--- src/rtl/load_store_unit.sv ---
// Data-side load/store unit: funct3 decode, byte-lane steering, memory handshake, MMIO outports.
// Optional build macro LSU_MISALIGN_TRAP_EN: misaligned HALF/WORD accesses bypass and flag misalign_err.
module load_store_unit #(
  parameter int unsigned NUM_OUTPORTS = 1,
  parameter logic [31:0] OUTPORT_BASE = 32'h0000_FFFC,
  parameter int unsigned ADDR_W       = 32
) (
  input  logic                      clk,
  input  logic                      rst,
  input  logic                      req_valid,
  output logic                      req_ready,
  input  logic                      req_we,
  input  logic [2:0]                req_funct3,
  input  logic [ADDR_W-1:0]         req_addr,
  input  logic [31:0]               req_wdata,
  output logic                      resp_valid,
  output logic [31:0]               resp_rdata,
  output logic                      mem_req,
  output logic                      mem_we,
  output logic [ADDR_W-1:0]         mem_addr,
  output logic [31:0]               mem_wdata,
  output logic [3:0]                mem_be,
  input  logic                      mem_gnt,
  input  logic                      mem_rvalid,
  input  logic [31:0]               mem_rdata,
  output logic [32*NUM_OUTPORTS-1:0] outport
`ifdef LSU_MISALIGN_TRAP_EN
  ,
  output logic                      misalign_err
`endif
);

  typedef enum logic [2:0] {
    F_BYTE   = 3'b000,
    F_HALF   = 3'b001,
    F_WORD   = 3'b010,
    F_BYTE_U = 3'b100,
    F_HALF_U = 3'b101
  } funct3_t;

  typedef enum logic [2:0] {
    S_IDLE,
    S_MEM_REQ,
    S_MEM_WAIT,
    S_MMIO,
    S_BYPASS,
    S_RESP
  } state_t;

  state_t              state_q;
  logic                we_q;
  logic [2:0]          f3_q;
  logic [1:0]          off_q;
  logic                resp_valid_q;
  logic [31:0]         resp_rdata_q;
  logic                mem_req_q;
  logic                mem_we_q;
  logic [ADDR_W-1:0]   mem_addr_q;
  logic [31:0]         mem_wdata_q;
  logic [3:0]          mem_be_q;
  logic [31:0]         port_q [NUM_OUTPORTS];

  logic [1:0]          size_d;
  logic [1:0]          eff_off_d;
  logic                bypass_d;
  logic [31:0]         wdata_d;
  logic [3:0]          be_d;
  logic [NUM_OUTPORTS-1:0] hit_d;
  logic [31:0]         port_rd_d;
  logic [31:0]         merged_d;
  logic [ADDR_W-3:0]   pw_d;

  function automatic logic [31:0] load_extract(input logic [31:0] w, input logic [2:0] f3,
                                               input logic [1:0] off);
    logic [7:0]  b;
    logic [15:0] h;
    b = w[{off, 3'b000} +: 8];
    h = off[1] ? w[31:16] : w[15:0];
    case (f3)
      F_BYTE:   return {{24{b[7]}}, b};
      F_HALF:   return {{16{h[15]}}, h};
      F_WORD:   return w;
      F_BYTE_U: return {24'h0, b};
      F_HALF_U: return {16'h0, h};
      default:  return '0;
    endcase
  endfunction

  assign size_d = req_funct3[1:0];

`ifdef LSU_MISALIGN_TRAP_EN
  logic misal_d;
  logic misalign_q;
  assign misal_d   = ((size_d == 2'b01) && req_addr[0]) || ((size_d == 2'b10) && (req_addr[1:0] != 2'b00));
  assign eff_off_d = req_addr[1:0];
  assign bypass_d  = (req_funct3 == 3'b011) || (req_funct3[2:1] == 2'b11) || misal_d;
  assign misalign_err = misalign_q;
`else
  // Misaligned offsets are silently rounded down to the access size.
  always_comb begin
    eff_off_d = req_addr[1:0];
    if (size_d == 2'b01)      eff_off_d = {req_addr[1], 1'b0};
    else if (size_d == 2'b10) eff_off_d = 2'b00;
  end
  assign bypass_d = (req_funct3 == 3'b011) || (req_funct3[2:1] == 2'b11);
`endif

  always_comb begin
    wdata_d = req_wdata;
    be_d    = 4'b1111;
    case (size_d)
      2'b00: begin
        wdata_d = {4{req_wdata[7:0]}};
        be_d    = 4'b0001 << eff_off_d;
      end
      2'b01: begin
        wdata_d = {2{req_wdata[15:0]}};
        be_d    = eff_off_d[1] ? 4'b1100 : 4'b0011;
      end
      default: ;
    endcase
  end

  always_comb begin
    hit_d     = '0;
    port_rd_d = '0;
    pw_d      = '0;
    for (int unsigned i = 0; i < NUM_OUTPORTS; i++) begin
      pw_d = (ADDR_W-2)'((OUTPORT_BASE + 32'(4 * i)) >> 2);
      if (req_addr[ADDR_W-1:2] == pw_d) begin
        hit_d[i]  = 1'b1;
        port_rd_d = port_q[i];
      end
    end
    for (int unsigned b = 0; b < 4; b++)
      merged_d[8*b +: 8] = be_d[b] ? wdata_d[8*b +: 8] : port_rd_d[8*b +: 8];
  end

  always_ff @(posedge clk) begin
    if (rst) begin
      state_q      <= S_IDLE;
      we_q         <= 1'b0;
      f3_q         <= '0;
      off_q        <= '0;
      resp_valid_q <= 1'b0;
      resp_rdata_q <= '0;
      mem_req_q    <= 1'b0;
      mem_we_q     <= 1'b0;
      mem_addr_q   <= '0;
      mem_wdata_q  <= '0;
      mem_be_q     <= '0;
      for (int unsigned i = 0; i < NUM_OUTPORTS; i++) port_q[i] <= '0;
`ifdef LSU_MISALIGN_TRAP_EN
      misalign_q   <= 1'b0;
`endif
    end else begin
      resp_valid_q <= 1'b0;
      resp_rdata_q <= '0;
`ifdef LSU_MISALIGN_TRAP_EN
      misalign_q   <= 1'b0;
`endif
      case (state_q)
        S_IDLE: begin
          if (req_valid) begin
            we_q  <= req_we;
            f3_q  <= req_funct3;
            off_q <= eff_off_d;
            if (bypass_d) begin
              state_q      <= S_BYPASS;
              resp_valid_q <= 1'b1;
`ifdef LSU_MISALIGN_TRAP_EN
              misalign_q   <= misal_d;
`endif
            end else if (|hit_d) begin
              state_q      <= S_MMIO;
              resp_valid_q <= 1'b1;
              if (req_we) begin
                for (int unsigned i = 0; i < NUM_OUTPORTS; i++)
                  if (hit_d[i]) port_q[i] <= merged_d;
              end else begin
                resp_rdata_q <= load_extract(port_rd_d, req_funct3, eff_off_d);
              end
            end else begin
              state_q     <= S_MEM_REQ;
              mem_req_q   <= 1'b1;
              mem_we_q    <= req_we;
              mem_addr_q  <= {req_addr[ADDR_W-1:2], 2'b00};
              mem_wdata_q <= wdata_d;
              mem_be_q    <= req_we ? be_d : 4'b1111;
            end
          end
        end
        S_MEM_REQ: begin
          if (mem_gnt) begin
            mem_req_q <= 1'b0;
            mem_we_q  <= 1'b0;
            if (we_q) begin
              state_q      <= S_RESP;
              resp_valid_q <= 1'b1;
            end else begin
              state_q <= S_MEM_WAIT;
            end
          end
        end
        S_MEM_WAIT: begin
          if (mem_rvalid) begin
            state_q      <= S_RESP;
            resp_valid_q <= 1'b1;
            resp_rdata_q <= load_extract(mem_rdata, f3_q, off_q);
          end
        end
        default: state_q <= S_IDLE;
      endcase
    end
  end

  assign req_ready  = (state_q == S_IDLE);
  assign resp_valid = resp_valid_q;
  assign resp_rdata = resp_rdata_q;
  assign mem_req    = mem_req_q;
  assign mem_we     = mem_we_q;
  assign mem_addr   = mem_addr_q;
  assign mem_wdata  = mem_wdata_q;
  assign mem_be     = mem_be_q;

  for (genvar g = 0; g < NUM_OUTPORTS; g++) begin : g_out
    assign outport[32*g +: 32] = port_q[g];
  end

endmodule
--- config.mk ---
export PLATFORM = sky130hd
export DESIGN_NAME = load_store_unit
export DESIGN_NICKNAME = d
export VERILOG_FILES = /design/src/rtl/load_store_unit.sv
export SDC_FILE = /design/constraint.sdc
export NUM_CORES = 1
export LEC_CHECK = 0
export ABC_AREA = 1
export CELL_PAD_IN_SITES_DETAIL_PLACEMENT = 0
export CELL_PAD_IN_SITES_GLOBAL_PLACEMENT = 1
export CORE_MARGIN = 3
export CORE_UTILIZATION = 33
export CTS_BUF_LIST = sky130_fd_sc_hd__clkbuf_4
export DETAILED_ROUTE_END_ITERATION = 10
export HOLD_SLACK_MARGIN = 0.08
export PLACE_DENSITY_LB_ADDON = 0.15
export SLEW_MARGIN = 20
export SYNTH_ARGS = -nofsm -noshare
export SYNTH_HDL_FRONTEND = slang
export SYNTH_SLANG_ARGS = --single-unit
--- constraint.sdc ---
create_clock -name clk -period 2.81 [get_ports clk]
set_input_delay 0.843 -clock clk [delete_from_list [all_inputs] [get_ports clk]]
set_output_delay 0.843 -clock clk [all_outputs]
set_load 0.01 [all_outputs]
# Word level (Yosys, flattened, before mapping)
# Memories as Yosys holds them, arrays and structs flattened.
# Index checks and enable logic that the tools add are counted.
dict set report op_classes {
  n_mul 0
  reduce_logical 11
  n_bitwise 2
  mux 56
  add_sub_neg 0
  n_div 0
  magnitude_cmp 0
  shift 3
  eq_ne 20
}
# cell n
set op_table {}
lappend op_table {{$pmux W32 S5} 2}
lappend op_table {{$mux W32} 7}
lappend op_table {{$pmux W32 S2} 2}
lappend op_table {{$shiftx A32 B6 Y8} 2}
lappend op_table {{$mux W16} 2}
lappend op_table {{$mux W8} 4}
lappend op_table {{$reduce_or A32 Y1} 1}
lappend op_table {{$eq A30 B14 Y1 const B} 1}
lappend op_table {{$mux W1} 24}
lappend op_table {{$mux W3} 5}
lappend op_table {{$eq A3 B2 Y1 const B} 4}
lappend op_table {{$eq A3 B3 Y1 const B} 4}
lappend op_table {{$ne A2 B2 Y1 const B} 5}
lappend op_table {{$eq A3 B1 Y1 const B} 3}
lappend op_table {{$logic_not A3 Y1} 3}
lappend op_table {{$pmux W3 S3} 1}
lappend op_table {{$mux W4} 2}
lappend op_table {{$pmux W4 S2} 1}
lappend op_table {{$mux W2} 3}
lappend op_table {{$reduce_and A5 Y1} 1}
lappend op_table {{$eq A2 B2 Y1 const B} 2}
lappend op_table {{$pmux W1 S2} 2}
lappend op_table {{$reduce_and A4 Y1} 1}
lappend op_table {{$shl A1 B2 Y4 const A} 1}
lappend op_table {{8 further kinds} 9}
dict set report word_totals {
  rom_bits 0
  n_memories 1
  mem_bits_rw 32
  input_bits 105
  latchBits 0
  reg_bits 110
  output_inout_bits 136
}
# name depth width rd rd_ports_with_merged_regs write_ports line_no
set memory_table {}
lappend memory_table {port_q 1 32 1 0 1 61} ;# logic [31:0] port_q [NUM_OUTPORTS];

# Logic depth before layout (Yosys ltp)
dict set report depth {
  ltp_word 10
  mapped_depth 15
  depth_no_buf 14
}

# Least setup slack after synthesis
# OpenSTA, ideal clock, no wires.
dict set report synth_timing {
  kind {in2reg}
  start {input req_addr[23]}
  end {memory port_q[0][0] (enable)}
  path_buffers 0
  required_time_ps 2435
  slack_ps 354
  t_arrival_ps 2082
  stages 10
  setup_ps 375
  cell_sequence {inv_1 -> nand2_1 -> nor2_1 -> nand3_1 -> nor2_1 -> nand2_1 -> inv_1 -> nand2_1 -> nor3_1 -> or2_2}
}
dict set report synth_via {
  elab_chain_cells 10
}
# element line_no
set synth_rtl {}
lappend synth_rtl {{start, declared} 14} ;# input logic [ADDR_W-1:0] req_addr,
lappend synth_rtl {{$eq A30 B14 Y1 (*)} 130} ;# if (req_addr[ADDR_W-1:2] == pw_d) begin
lappend synth_rtl {{$mux W1 (*)} 130}
lappend synth_rtl {{$mux W1 (*)} 174} ;# end else if (|hit_d) begin
lappend synth_rtl {{$mux W1 (*)} 168} ;# if (bypass_d) begin
lappend synth_rtl {{$mux W1 (*)} 164} ;# if (req_valid) begin
lappend synth_rtl {{$mux W1 (*)} 162} ;# case (state_q)
lappend synth_rtl {{$mux W1 (*)} 140} ;# if (rst) begin
lappend synth_rtl {{$mux W1 (not written as such) (*)} 179} ;# if (hit_d[i]) port_q[i] <= merged_d;
lappend synth_rtl {{$reduce_or A32 Y1 (no source line)} n/a}
lappend synth_rtl {{$mux W1 (no source line) (*)} n/a}
lappend synth_rtl {{end, declared} 61}
# Mark *: on every way between the ends. The rest lies on a longest branch, timed or not.

# Worst setup path after layout
dict set report layout_timing {
  start {input req_addr[7]}
  end {memory port_q[0][11] (enable)}
}
# The elaborated chain is that of the path after synthesis.

==> results.md <==
* DP Wirelength at 22300 um
* First-pass GRT wire length at 44600 um
* CTS tree: built
* Synth warnings at 0
* Routed via count at 8478
* Number of buffers added on ports at 238
* Hold path cells at 2
* Share of the synthesized area in the top cell type at 29.1%
* RSZ-0062 raised after global routing: false
* Worst VDD drop at 0.259 mV
* Initial Utilization at 34.2%
* Die footprint at 24800 um^2
* Largest net degree at the start of global routing at 57
* Area growth from synthesis to layout at 47.2%
* Initial antenna violation count at 1
* Worst-path clk slew at 0.14 ns
* Setup Buffers After CTS at 0
* Post-Syn Area per Cell at 6.61 um^2
* Synth area leaders: dfxtp_1, nand2_1, edfxtp_1
* Number of H-tree levels at 4
* DR iter-0 viols at 613
* Critical path fanouts, max at 32
* Fin util at 50.3%
* Outcome: completed
* Worst min path class: reg2reg
* Rel. slew slack at 42.7%
* Deepest clock path buffer count at 2
* Detailed-route wire length per cell at 16.6 um
* DRC at 0
* Number of global-route vias before repair at 8058
* Finish-stage setup viols at 0
* Req. time, crit path at 3.06 ns
* # IOs at 241
* FILL cells at 2262
* Synth area leader: dfxtp_1
* Sequential area share after synthesis at 41.7%
* CORE AREA at 22200 um^2
* CTS root buf: clkbuf_4
* Hold_buf cts at 0
* LEAKAGE at 4.46 nW
* Sink Count at 142
* Syn Inst Count at 1146
* GP Congestion at 0.881
* Slew Viols, Final at 0
* Crit Path Class: in2reg
* CTS Buf Count at 17
* Power Density at 467 nW/um^2
* Vias/cell at 4.90
* Synthesized flop and latch total at 142
* Share of layout cells above drive strength 1 at 11.3%
* Register area at 3160 um^2
* Die X at 158 um
* Rows at 54
* Endpoints failing hold at 0
* Worst-Margin Slew at 0.853 ns
* Clock insertion delay at the later pin of the skew report at 0.56 ns
* FF-to-FF path depth at 7
* DRT antenna net count at 0
* Final nets at 1542
* Fmax at 372 MHz
* Die height at 158 um
* DRT Wirelength at 28700 um
* Post-route minimum period at 2.69 ns
* Crit. End Element: flip-flop
* Multi-input logic area at 3850 um^2
* Startpoint Class: input pin
* Crit share post-route at 95.8%
* Synth Cell Area at 7580 um^2
* Max Cap Viol at 0
* First-pass DRT Iterations at 5
* All-Layer GR Usage at 22.9%
* Setup Skew at 0.0267 ns
* Grt total ovfl at 0
* Hold_ws at 0.472 ns
* WP data arrival at 2.95 ns
* Netlist cell types at 30
[report_power, final]
group	switching (mW)	internal [mW]	total [mW]
Sequential	0.0958	2.23	2.33
Combinational	0.876	0.705	1.58
Clock	0.838	0.465	1.30
[logic make-up after synthesis]
group           synth area share, %
other cells                  0.0495
simple gates                   33.7
compound gates                 16.9
flops                          41.7
buf+inv                        7.63
[placed cells by master, fill, tap and decap left out, types with 32 or more instances in the layout]
cell	n
nand2_1	432
clkdlybuf4s50_1	237
a21oi_1	154
dfxtp_1	110
nand3_1	82
buf_4	82
nor2_1	74
inv_1	65
o21ai_0	47
edfxtp_1	32
[sequential cells by signal (all words and copies together), names as in the netlist]
register / count
mem_wdata: 32
port_q: 32
resp_rdata: 32
mem_addr: 30
mem_be: 4
f3_q: 3
state_q: 3
off_q: 2
mem_req: 1
mem_we: 1
resp_valid: 1
we_q: 1
[worst paths after layout]
kind / startpoint / to / slack (ns)
setup reg to reg: state_q[1] / port_q[0][11] / 0.77
setup / recovery: req_addr[7] / port_q[0][11] / 0.12
hold / removal: mem_addr[19] / mem_addr[19] / 0.47
hold reg to reg: mem_addr[19] / mem_addr[19] / 0.47
[Yosys cell counts (all sizes together)]
master   count
nor3         9
a21oi      157
dfxtp      110
edfxtp      32
inv         76
clkinv       5
nand2      434
o22ai        1
buf         18
clkbuf      42
o2111ai      1
a211oi       6
o211ai      22
or2          7
o21ai       52
conb         1
nor4         1
nand3       86
nor2        84
nand4        2
[cell type report]
class	count	area share, %
Multi-Input combinational cell	864	34.5
Timing Repair Buffer	331	28.8
Sequential cell	142	28.4
Tap cell	280	3.14
Inverter	81	2.73
Clock buffer	18	1.21
Clock inverter	14	1.18
Antenna cell	1	0.0224
[worst max-delay path, stage by stage]
cell	delay, ns
clkdlybuf4s50_1	0.47
nand2_1	0.07
buf_4	0.13
nor2_1	0.16
nand2_1	0.08
nor2_1	0.12
nand2_1	0.13
inv_1	0.10
nand2_1	0.07
nor3_1	0.34
or2_2	0.21
buf_12	0.20
[what timing repair did]
action / in CTS / in global routing
endpoints found under the hold margin: 0 / 0
resized for setup: 0 / 1
setup endpoints to repair: 0 / 1
[routing by layer]
layer	part of all wire (%)	wire length, um	up-vias	GRT usage [%]
met1	46	13300	3803	31.9
met4	1.5	416	0	5.12
met2	44	12700	318	35.9
met3	7.8	2220	25	5.99
met5	0	0	-	0
li1	-	-	4332	-
[per-stage QoR]
step | power (mW) | setup slack, ns | TNS (ns) | cell area (um^2) | instances
3_3_place_gp | 3.95 | -0.424 | -40.99 | 10900 | 1698
6_report | 5.21 | 0.119 | 0 | 11200 | 1731
5_1_grt | 5.53 | 0.00426 | 0 | 11200 | 1731
4_1_cts | 5.27 | 0.0964 | 0 | 11100 | 1730
2_1_floorplan | 3.15 | 0.354 | 0 | 7580 | 1147
3_5_place_dp | 3.95 | -0.428 | -43.92 | 10900 | 1698
Note: power is estimated with default switching activity, not from simulation.
